### src/rtl/ff_pipeline.sv
// ff_pipeline -- parameterised shift-register pipeline with enable, clear,
// valid tags, runtime tap select and a saturating fill counter.
//
// Optional feature: define FF_PIPELINE_EDGE_EN to add per-bit rise/fall
// flags on q (q_prev register plus rise/fall ports).
//
// Parameters:
//   WIDTH      data width in bits (>=1)
//   DEPTH      number of register stages (>=1)
//   RESET_VAL  value loaded into every data stage on reset or clear
//
// Ports:
//   clk        clock, all state updates on rising edge
//   rst        asynchronous active-low reset
//   en         shift enable; pipeline advances only when en=1
//   clr        synchronous clear, has priority over en
//   d          data into stage 0
//   d_valid    valid tag travelling with d
//   tap_sel    runtime stage select for tap_q/tap_valid
//   q          data of last stage (DEPTH-1)
//   q_valid    valid tag of last stage
//   tap_q      data of stage tap_sel (RESET_VAL when tap_sel >= DEPTH)
//   tap_valid  valid tag of stage tap_sel (0 when tap_sel >= DEPTH)
//   fill_cnt   enabled shifts since reset/clear, saturating at DEPTH
//   primed     high when fill_cnt == DEPTH
//   rise/fall  (FF_PIPELINE_EDGE_EN only) per-bit edge flags on q
//
// Handshake note: there is no back-pressure. d/d_valid are accepted on every
// rising edge where en=1 and clr=0; d_valid is only a tag carried alongside
// the data, never a request that waits for a ready.
module ff_pipeline #(
  parameter int               WIDTH     = 8,
  parameter int               DEPTH     = 4,
  parameter logic [WIDTH-1:0] RESET_VAL = '0,
  localparam int              TW        = (DEPTH > 1) ? $clog2(DEPTH) : 1,
  localparam int              CW        = $clog2(DEPTH + 1)
) (
  input  logic             clk,
  input  logic             rst,
  input  logic             en,
  input  logic             clr,
  input  logic [WIDTH-1:0] d,
  input  logic             d_valid,
  input  logic [TW-1:0]    tap_sel,
  output logic [WIDTH-1:0] q,
  output logic             q_valid,
  output logic [WIDTH-1:0] tap_q,
  output logic             tap_valid,
  output logic [CW-1:0]    fill_cnt,
`ifdef FF_PIPELINE_EDGE_EN
  output logic [WIDTH-1:0] rise,
  output logic [WIDTH-1:0] fall,
`endif
  output logic             primed
);

  localparam logic [CW-1:0] FULL_CNT = CW'(DEPTH);

  logic [WIDTH-1:0] stage [DEPTH];
  logic [DEPTH-1:0] vld;

  // Data and valid-tag shift register. Clear wins over enable so a
  // simultaneous clr/en never captures d.
  always_ff @(posedge clk or negedge rst) begin
    if (!rst) begin
      for (int i = 0; i < DEPTH; i++) begin
        stage[i] <= RESET_VAL;
      end
      vld <= '0;
    end else if (clr) begin
      for (int i = 0; i < DEPTH; i++) begin
        stage[i] <= RESET_VAL;
      end
      vld <= '0;
    end else if (en) begin
      stage[0] <= d;
      vld[0]   <= d_valid;
      for (int i = 1; i < DEPTH; i++) begin
        stage[i] <= stage[i-1];
        vld[i]   <= vld[i-1];
      end
    end
  end

  // Fill counter saturates at DEPTH; it counts enabled shifts, not valid data.
  always_ff @(posedge clk or negedge rst) begin
    if (!rst) begin
      fill_cnt <= '0;
    end else if (clr) begin
      fill_cnt <= '0;
    end else if (en && (fill_cnt != FULL_CNT)) begin
      fill_cnt <= fill_cnt + CW'(1);
    end
  end

  assign primed  = (fill_cnt == FULL_CNT);
  assign q       = stage[DEPTH-1];
  assign q_valid = vld[DEPTH-1];

  // Tap mux. tap_sel can encode values >= DEPTH when DEPTH is not a power of
  // two; those select nothing and leave the reset/invalid defaults.
  always_comb begin
    tap_q     = RESET_VAL;
    tap_valid = 1'b0;
    for (int i = 0; i < DEPTH; i++) begin
      if (tap_sel == TW'(i)) begin
        tap_q     = stage[i];
        tap_valid = vld[i];
      end
    end
  end

`ifdef FF_PIPELINE_EDGE_EN
  logic [WIDTH-1:0] q_prev;

  // q_prev follows q on every edge regardless of en/clr, so a stall makes
  // rise/fall drop to zero after one cycle rather than holding the flags.
  always_ff @(posedge clk or negedge rst) begin
    if (!rst) begin
      q_prev <= RESET_VAL;
    end else begin
      q_prev <= q;
    end
  end

  assign rise = q & ~q_prev;
  assign fall = ~q & q_prev;
`endif

endmodule

### config.mk
export PLATFORM = sky130hd
export DESIGN_NAME = ff_pipeline
export DESIGN_NICKNAME = d
export VERILOG_FILES = /design/src/rtl/ff_pipeline.sv
export SDC_FILE = /design/constraint.sdc
export NUM_CORES = 1
export LEC_CHECK = 0
export CAP_MARGIN = 20
export CORE_MARGIN = 2
export CORE_UTILIZATION = 46
export DETAILED_ROUTE_END_ITERATION = 8
export PLACE_DENSITY = 0.73
export SLEW_MARGIN = 25
export SYNTH_ARGS = -nofsm -noshare
export SYNTH_HDL_FRONTEND = slang
export SYNTH_SLANG_ARGS = --single-unit
### constraint.sdc
create_clock -name clk -period 1.25 [get_ports clk]
set_input_delay 0.25 -clock clk [delete_from_list [all_inputs] [get_ports clk]]
set_output_delay 0.25 -clock clk [all_outputs]
set_load 0.01 [all_outputs]
Word-level counts from Yosys, hierarchy flattened
Index checks and enable logic that the tools add are counted.
{"block": "totals", "reg_bits": 39, "in_bits": 15, "out_inout_bits": 22, "word_cells": 30}
{"block": "op_classes", "add_sub_neg": 1, "n_eq_ne": 5, "mux": 14, "n_reduce_logical": 4}
{"operator": "two-way mux 32 bit", "count": 2}
{"operator": "two-way mux 8 bit", "count": 4}
{"operator": "two-way mux 4 bit", "count": 2}
{"operator": "two-way mux 3 bit", "count": 2}
{"operator": "== test 2 bit, second input constant", "count": 2}
{"operator": "two-way mux 1 bit", "count": 4}
{"operator": "nonzero test 2 bit", "count": 2}
{"operator": "adder 3 x 1 -> 3 bit, second input constant", "count": 1}
{"operator": "== test 3 bit, second input constant", "count": 1}
{"operator": "!= test 3 bit, second input constant", "count": 1}
{"operator": "== test 2 x 1 -> 1 bit, second input constant", "count": 1}
{"operator": "logical NOT 2 bit", "count": 1}
{"operator": "logical AND 1 bit", "count": 1}

Longest topological paths before layout
{"block": "logic_depth", "word_depth": 5, "depth_mapped": 4, "depth_no_buf": 4}

Least setup slack after synthesis
No wires, ideal clock.
{"block": "synth_timing", "path_type": "reg-to-reg", "start": "register fill_cnt[0]", "end": "register fill_cnt[0]", "setup_ns": 0.128, "arrival_time_ns": 1.179, "required_ns": 1.122, "setup_slack_ns": -0.057, "path_stages_with_launch": 5, "n_path_buf": 0, "period_less_slack_ns": 1.307, "path_cell_list": "dfrtp_1 > inv_1 > ha_1 > a21boi_2 > mux2_1"}
{"block": "synth_between", "elab_chain_cells": 3, "word_cells_on_any_way": 6, "cone_classes": "1 x add/sub; 1 x eq/ne; 2 x mux; 2 x reduce/logical"}
{"element": "start, declared", "line_no": "49", "rtl": "output logic [CW-1:0] fill_cnt,"}
{"element": "start signal, assigned", "line_no": "92", "rtl": "fill_cnt <= fill_cnt + CW'(1);"}
{"element": "adder 3 x 1 -> 3 bit / != test 3 bit (equally long branches)", "line_no": "92, 91"}
{"element": "two-way mux 3 bit / logical AND 1 bit (equally long branches)", "line_no": "91", "rtl": "end else if (en && (fill_cnt != FULL_CNT)) begin"}
{"element": "two-way mux 3 bit / nonzero test 2 bit (equally long branches)"}
Parallel ways exist; a longest one is shown, timed or not. The select of a mux whose other input is x is not followed.
A chain may end at the register's enable or synchronous reset.

Worst setup path after layout
{"block": "layout_timing", "start": "register stage, in the netlist q[3]", "end": "output tap_q[3]"}
{"block": "layout_between", "elab_chain_cells": 1}
{"element": "start, declared", "line_no": "59", "rtl": "logic [WIDTH-1:0] stage [DEPTH];"}
{"element": "start signal, assigned by index", "line_no": "79", "rtl": "stage[i] <= stage[i-1];"}
{"element": "two-way mux 8 bit", "line_no": "106", "rtl": "if (tap_sel == TW'(i)) begin"}
{"element": "end, declared", "line_no": "47", "rtl": "output logic [WIDTH-1:0] tap_q,"}
No other way between the ends.

==> metrics.cfg <==
[global_route]
grt_max_degree=40
antenna_found_initial=0
grtUsageTotal_pct=19.6
grt_overflow_total=0
grt_pass1_vias=1547
grt_pass1_wl_mm=7.47

[power_and_ir_drop]
power.density_mw_per_mm2=1030
internal_power_mw=2.21
p_sw_share_pct=22.8
power_frac_comb_pct=16.1
seq_power_share_pct=46.2
p_sw_mw=0.654
ir_drop_mv=0.726
clock_power_share_pct=37.7
p_leak_nw=1.48

[placement]
place_congestion=0.792
port_buffers=36
pre_cts_slack_ns=-0.922
post-place-cells=267
hpwl_mm=2.99

[timing]
hold_ws_ns=0.394
finalHoldViolCount=0
max_clock_freq_ghz=0.643
period_needed_ns=1.56
setup_viol=15
relSlewSlack_pct=82.6
finalSetupTns_ns=-2.80
min_period_over_period_pct=125
finalWorstSetupSlack_ns=-0.306
worst_clock_skew_ns=0.00462
tightest_slew_ns=0.260
rsz0062_at_grt=yes
maxSlewViolCount=0

[worst_setup_path]
cp_cell_sequence=mux4_2, buf_6
max_stage_delay_ns=0.50
required_ns=1.00
crit_path_top_delay_cell=mux4_2
worst-setup-path-type=flip-flop to output port
path_delay_family=multiplexers
cp_max_fo=2
start_kind=flip-flop
critical_path_arrival_ns=1.31
critPathCaptureType=output port
path_buf_inv=1

[finish]
final_cells=282
antennaDiodeCount=0
drive_above_1_share_pct=42.2
area_growth_pct=42.8
multi_input_area_sq_um=828
fin_nets=248
fill_cells=303
fin_util_pct=69.1
seqCellArea_sq_um=976

[min_path]
hold_path.class=input pin to flip-flop

[synthesis]
ys_types=18
yosysTopAreaCellShare_pct=50.1
netlist_area_sq_mm=0.00195
syn_nets=170
syn-mean-instance-area_sq_um=12.7
synth_area_leaders=dfrtp_1 50%, mux2i_1 19%, mux4_2 10%, nor2_1 7.1%, buf_4 3.5%
ys_ff_latch=39
syn_inst=153
yosysTopAreaCell=dfrtp_1
seq_area_frac_synth_pct=50.1
ys.warnings.count=0

[floorplanning]
pin_count=37
row_count=23
start_util_pct=48.4
die_x_um=69.1
die_h_um=69.1
die-area_sq_mm=0.00477
coreArea_sq_mm=0.00403

[detailed_routing]
drc=0
via_per_inst=5.04
num_vias=1420
drtIter0Drc=54
firstDrtPassIters=4
drt-wirelength-per-cell_um=15.3
antenna_left=0
wirelength_mm=4.32

[clocking]
cts.sinks=39
cts_made_buffers=5
path_clk_slew_ns=0.07
htree_levels=2
clk_latency_ns=0.28
cts-root-buf=clkbuf_8
clockBufferDepth=2
cts_tree=built

[flow_run]
maxCapViolations=0

[run_status]
status=finished with violations
violations=negative setup slack

[power groups by stage]
stage	logic, mW	registers (mW)	clock network, mW
2_1_floorplan	0.204	1.35	0
3_3_place_gp	0.406	1.34	0
3_5_place_dp	0.423	1.35	0
4_1_cts	0.439	1.32	1.10
5_1_grt	0.503	1.33	1.16
6_report	0.461	1.32	1.08
[registers in the layout (all words and copies together) (netlist names)]
| name | cells |
|---|---|
| stage | 24 |
| fill_cnt | 3 |
| q | 8 |
| vld | 4 |
[final cells by class]
| cell class | instances | share of cell area, % |
|---|---|---|
| clock inverter | 2 | 1.26 |
| clock buffer | 6 | 2.97 |
| tap | 50 | 2.25 |
| inverter | 2 | 0.270 |
| timing repair buffer | 89 | 28.4 |
| multi-input combinational | 94 | 29.8 |
| sequential | 39 | 35.1 |
[timing repair]
item / 4_1_cts / 5_1_grt
setup buffers: 5 / 4
endpoints found under the hold margin: 39 / 0
cloned: 1 / 0
setup endpoints to repair: 23 / 12
hold buffers: 1 / 0
pin swaps: 2 / 0
gates resized for setup: 101 / 11
[worst register-to-register path: cells and delay by family (launching register included)]
family / cells / cell delay [ns]
flops: 1 / 0.36
mux: 1 / 0.31
buf+inv: 2 / 0.17
fa+ha+maj: 1 / 0.16
compound gates: 1 / 0.15
[cell families after synthesis]
logic type               share of synthesized area [%]
AO/OA/AOI/OAI                                    0.834
adder cells (fa/ha/maj)                           1.28
buffers and inverters                             8.66
flip-flops                                        50.1
multiplexers                                      30.0
AND/OR/NAND/NOR                                   9.18
[path summary, 6_finish.rpt]
path	endpoint	slack, ns	cells past startpoint	start
max	tap_q[3]	-0.31	2	q[3]
min	fill_cnt[1]	0.39	3	en
max reg2reg	fill_cnt[0]	-0.01	5	fill_cnt[0]
min reg2reg	vld[1]	0.57	2	vld[1]
max in group asynchronous	stage[27]	0.60	3	rst
min in group asynchronous	stage[29]	0.45	3	rst
[metal layers]
| layer | global-route usage [%] | vias up | routed length [um] |
|---|---|---|---|
| met5 | 0 | - | 0 |
| met4 | 3.92 | 0 | 13 |
| met3 | 4.24 | 2 | 189 |
| met2 | 34.5 | 31 | 2310 |
| met1 | 25.0 | 717 | 1810 |
| li1 | - | 670 | - |
[cells in the final DEF (no fill, tap or decap)]
master           netlist  routed
clkinv_2               0       1
mux2_4                 0       1
dlygate4sd2_1          0       1
dfrtp_1               39      39
mux2i_1               37      37
buf_12                 2       3
buf_2                  4      12
bufbuf_16              0       1
dlygate4sd3_1          0       1
buf_6                  3      16
nor2b_1                1       1
nor2_1                37      37
clkdlybuf4s50_1        0      10
ha_4                   0       1
clkdlybuf4s15_1        0       1
a21oi_1                1       1
inv_2                  0       2
and4b_1                1       1
a21boi_4               0       1
buf_4                  9      44
nand2b_1               2       2
mux4_2                 9       9
bufinv_16              0       1
clkbuf_8               0       6
nor3_1                 1       1
ha_1                   2       1
and2_1                 1       1
[through the flow]
| stage | cell area, sq um | power, mW |
|---|---|---|
| after CTS | 2700 | 2.86 |
| after detailed placement | 2590 | 1.77 |
| after global routing | 2780 | 2.99 |
| after global placement | 2590 | 1.75 |
| after floorplan | 1950 | 1.56 |
| final | 2780 | 2.86 |
[synthesized netlist by cell type]
cell type and number:
nor2_1 37, mux2i_1 37, buf_6 3, mux4_2 9, a21oi_1 1, and2_1 1
nor3_1 1, dfrtp_1 39, nand2b_1 2, buf_12 2, ha_1 2, buf_2 4
nor2b_1 1, buf_4 9, and4b_1 1, mux2_1 1, inv_1 2, a21boi_2 1
Power figures use the tool's default switching activity.
==> RTL change, RTL diff (same settings) <==
Set the parameter `WIDTH` to 10 (it was 8).
--- a/src/rtl/ff_pipeline.sv
+++ b/src/rtl/ff_pipeline.sv
@@ -31,3 +31,3 @@
 module ff_pipeline #(
-  parameter int               WIDTH     = 8,
+  parameter int               WIDTH     = 10,
   parameter int               DEPTH     = 4,
Interface: changed (resized d, q and tap_q); port bits go from 37 to 43. No check against the original RTL was run, so the function may have changed too.
==> RTL change against the unedited design <==
The run still ends with setup timing left; cell area grew 21%; sequential share of layout area shrank 0.18 points; total power rose by 12%; area after synthesis is 19% higher; worst hold slack lost 0.086 ns; synthesized cell count grew 20%; sequential cell count up 8; setup slack worse by 0.011 ns; global-route usage increased by 0.70 points; routed wire length is 21% higher; combinational power increased by 16%; sequential power up 20%; critical endpoint is now tap_valid; largest power group unchanged; highest routed layer unchanged.
==> RTL change: results (changes against the unedited design) <==
CP Capture Point: tap_valid (was tap_q[3])
Root buffer cell: clkbuf_8 (unchanged)
Hold Startpoint: clr (was en)
Leakage: 1.75 nW (was 1.48 nW)
Gate power share: 16.8% (was 16.1%)
GR Util All Layers: 20.3% (was 19.6%)
Global placement routability congestion: 0.727 (was 0.792)
Reg2reg start: fill_cnt[0] (unchanged)
Clock buffer depth: 2 (unchanged)
Hold EP: stage[32] (was fill_cnt[1])
NumNets Final: 294 (was 248)
Num CTS Buffers: 5 (unchanged)
Syn Nets: 202 (was 170)
TritonRoute pass-1 iters: 4 (unchanged)
Vias per cell: 5.08 (was 5.04)
Hold Path Depth: 2 (was 3)
Worst VDD drop: 0.000724 V (was 0.000726 V)
Outcome: complete, but fails checks (unchanged)
Measured slew at the worst slew-check pin: 0.270 ns (was 0.260 ns)
Starting DRC count in detailed routing: 91 (was 54)
Failing checks: setup timing (unchanged)
Final WL: 5230 µm (was 4320 µm)
Vias in the first global route: 1883 (was 1547)
Final WS setup: -0.318 ns (was -0.306 ns)
Most flops, register: stage (unchanged)
First-pass GRT wire length: 8430 µm (was 7470 µm)
Max FFs per register: 30 (was 24)
Final HPWL DP: 3500 µm (was 2990 µm)
Final setup viols: 21 (was 15)
Ant diodes: 0 (unchanged)
Commonest cells post-synth: dfrtp_1 (47), mux2i_1 (45), nor2_1 (45), buf_4 (11), mux4_2 (9) (was dfrtp_1 (39), mux2i_1 (37), nor2_1 (37), buf_4 (9), mux4_2 (9))
Post-DP Area: 3070 µm² (was 2590 µm²)
Port Buf Inserts: 42 (was 36)
Worst-path clk slew: 0.09 ns (was 0.07 ns)
Clock Skew: 0.00722 ns (was 0.00462 ns)
Synth area leaders: dfrtp_1 (51%), mux2i_1 (19%), mux4_2 (8.8%), nor2_1 (7.3%), buf_4 (3.6%) (was dfrtp_1 (50%), mux2i_1 (19%), mux4_2 (10%), nor2_1 (7.1%), buf_4 (3.5%))
Share of cells above drive strength 1: 42.9% (was 42.2%)
Power Dens Cells: 948 nW/µm² (was 1030 nW/µm²)
Sequential-to-total area share from yosys stat: 50.8% (was 50.1%)
Final setup TNS: -3.79 ns (was -2.80 ns)
Setup crit start: vld[3] (was q[3])
Int Pwr: 2.45 mW (was 2.21 mW)
Filler cells: 340 (was 303)
Netlist cell types: 19 (was 18)
CTS H-Tree Depth: 2 (unchanged)
Minimum setup slack among reg-to-reg paths: -0.06 ns (was -0.01 ns)
Sequential share of power: 49.8% (was 46.2%)
Pin count of the biggest net entering global routing: 48 (was 40)
[RTL change: cell count changes after synthesis, sizes merged]
cell / change
dfrtp: +8
mux2i: +8
clkbuf: +2
mux4: +2
nor2: +8
buf: +2
[RTL change: cells by family after synthesis]
family	share of synthesized area, %
mux	31.0
simple gates	9.03
flops	50.8
buf+inv	7.52
compound gates	0.541
fa+ha+maj	1.08
[RTL change: timing repair]
| action | CTS | global route |
|---|---|---|
| resized for setup | 118 | 31 |
| pin swaps | 2 | 2 |
| hold buffers | 1 | 0 |
| endpoints found under the setup margin | 26 | 18 |
| gates cloned | 1 | 0 |
| endpoints found under the hold margin | 47 | 0 |
| buffers inserted | 10 | 10 |
[RTL change: final cells by class]
cell class | instances | area, µm² | area share [%]
timing repair buffer | 107 | 1010 | 29.9
clock inverter | 2 | 37.5 | 1.11
clock buffer | 5 | 68.8 | 2.04
tap | 67 | 83.8 | 2.49
multi-input combinational | 112 | 991 | 29.4
sequential | 47 | 1180 | 34.9
inverter | 2 | 7.51 | 0.223
[RTL change: through the flow]
step / setup slack [ns] / instances / hold WS, ns
floorplan: 0.00425 / 183 / -0.0456
global route: -0.365 / 342 / 0.317
global placement: -0.963 / 318 / 0.249
detailed placement: -0.986 / 318 / 0.253
finish: -0.318 / 342 / 0.308
CTS: -0.326 / 333 / 0.303
[RTL change: critical path: stages, from the launching register on]
cell     delay [ns]
dfrtp_1        0.40
mux4_2         0.46
buf_2          0.15
[RTL change: layer usage]
layer,routed length [µm],track usage [%]
met1,2170,24.5
met2,2840,35.5
met3,196,4.02
met4,32,8.73
met5,0,0
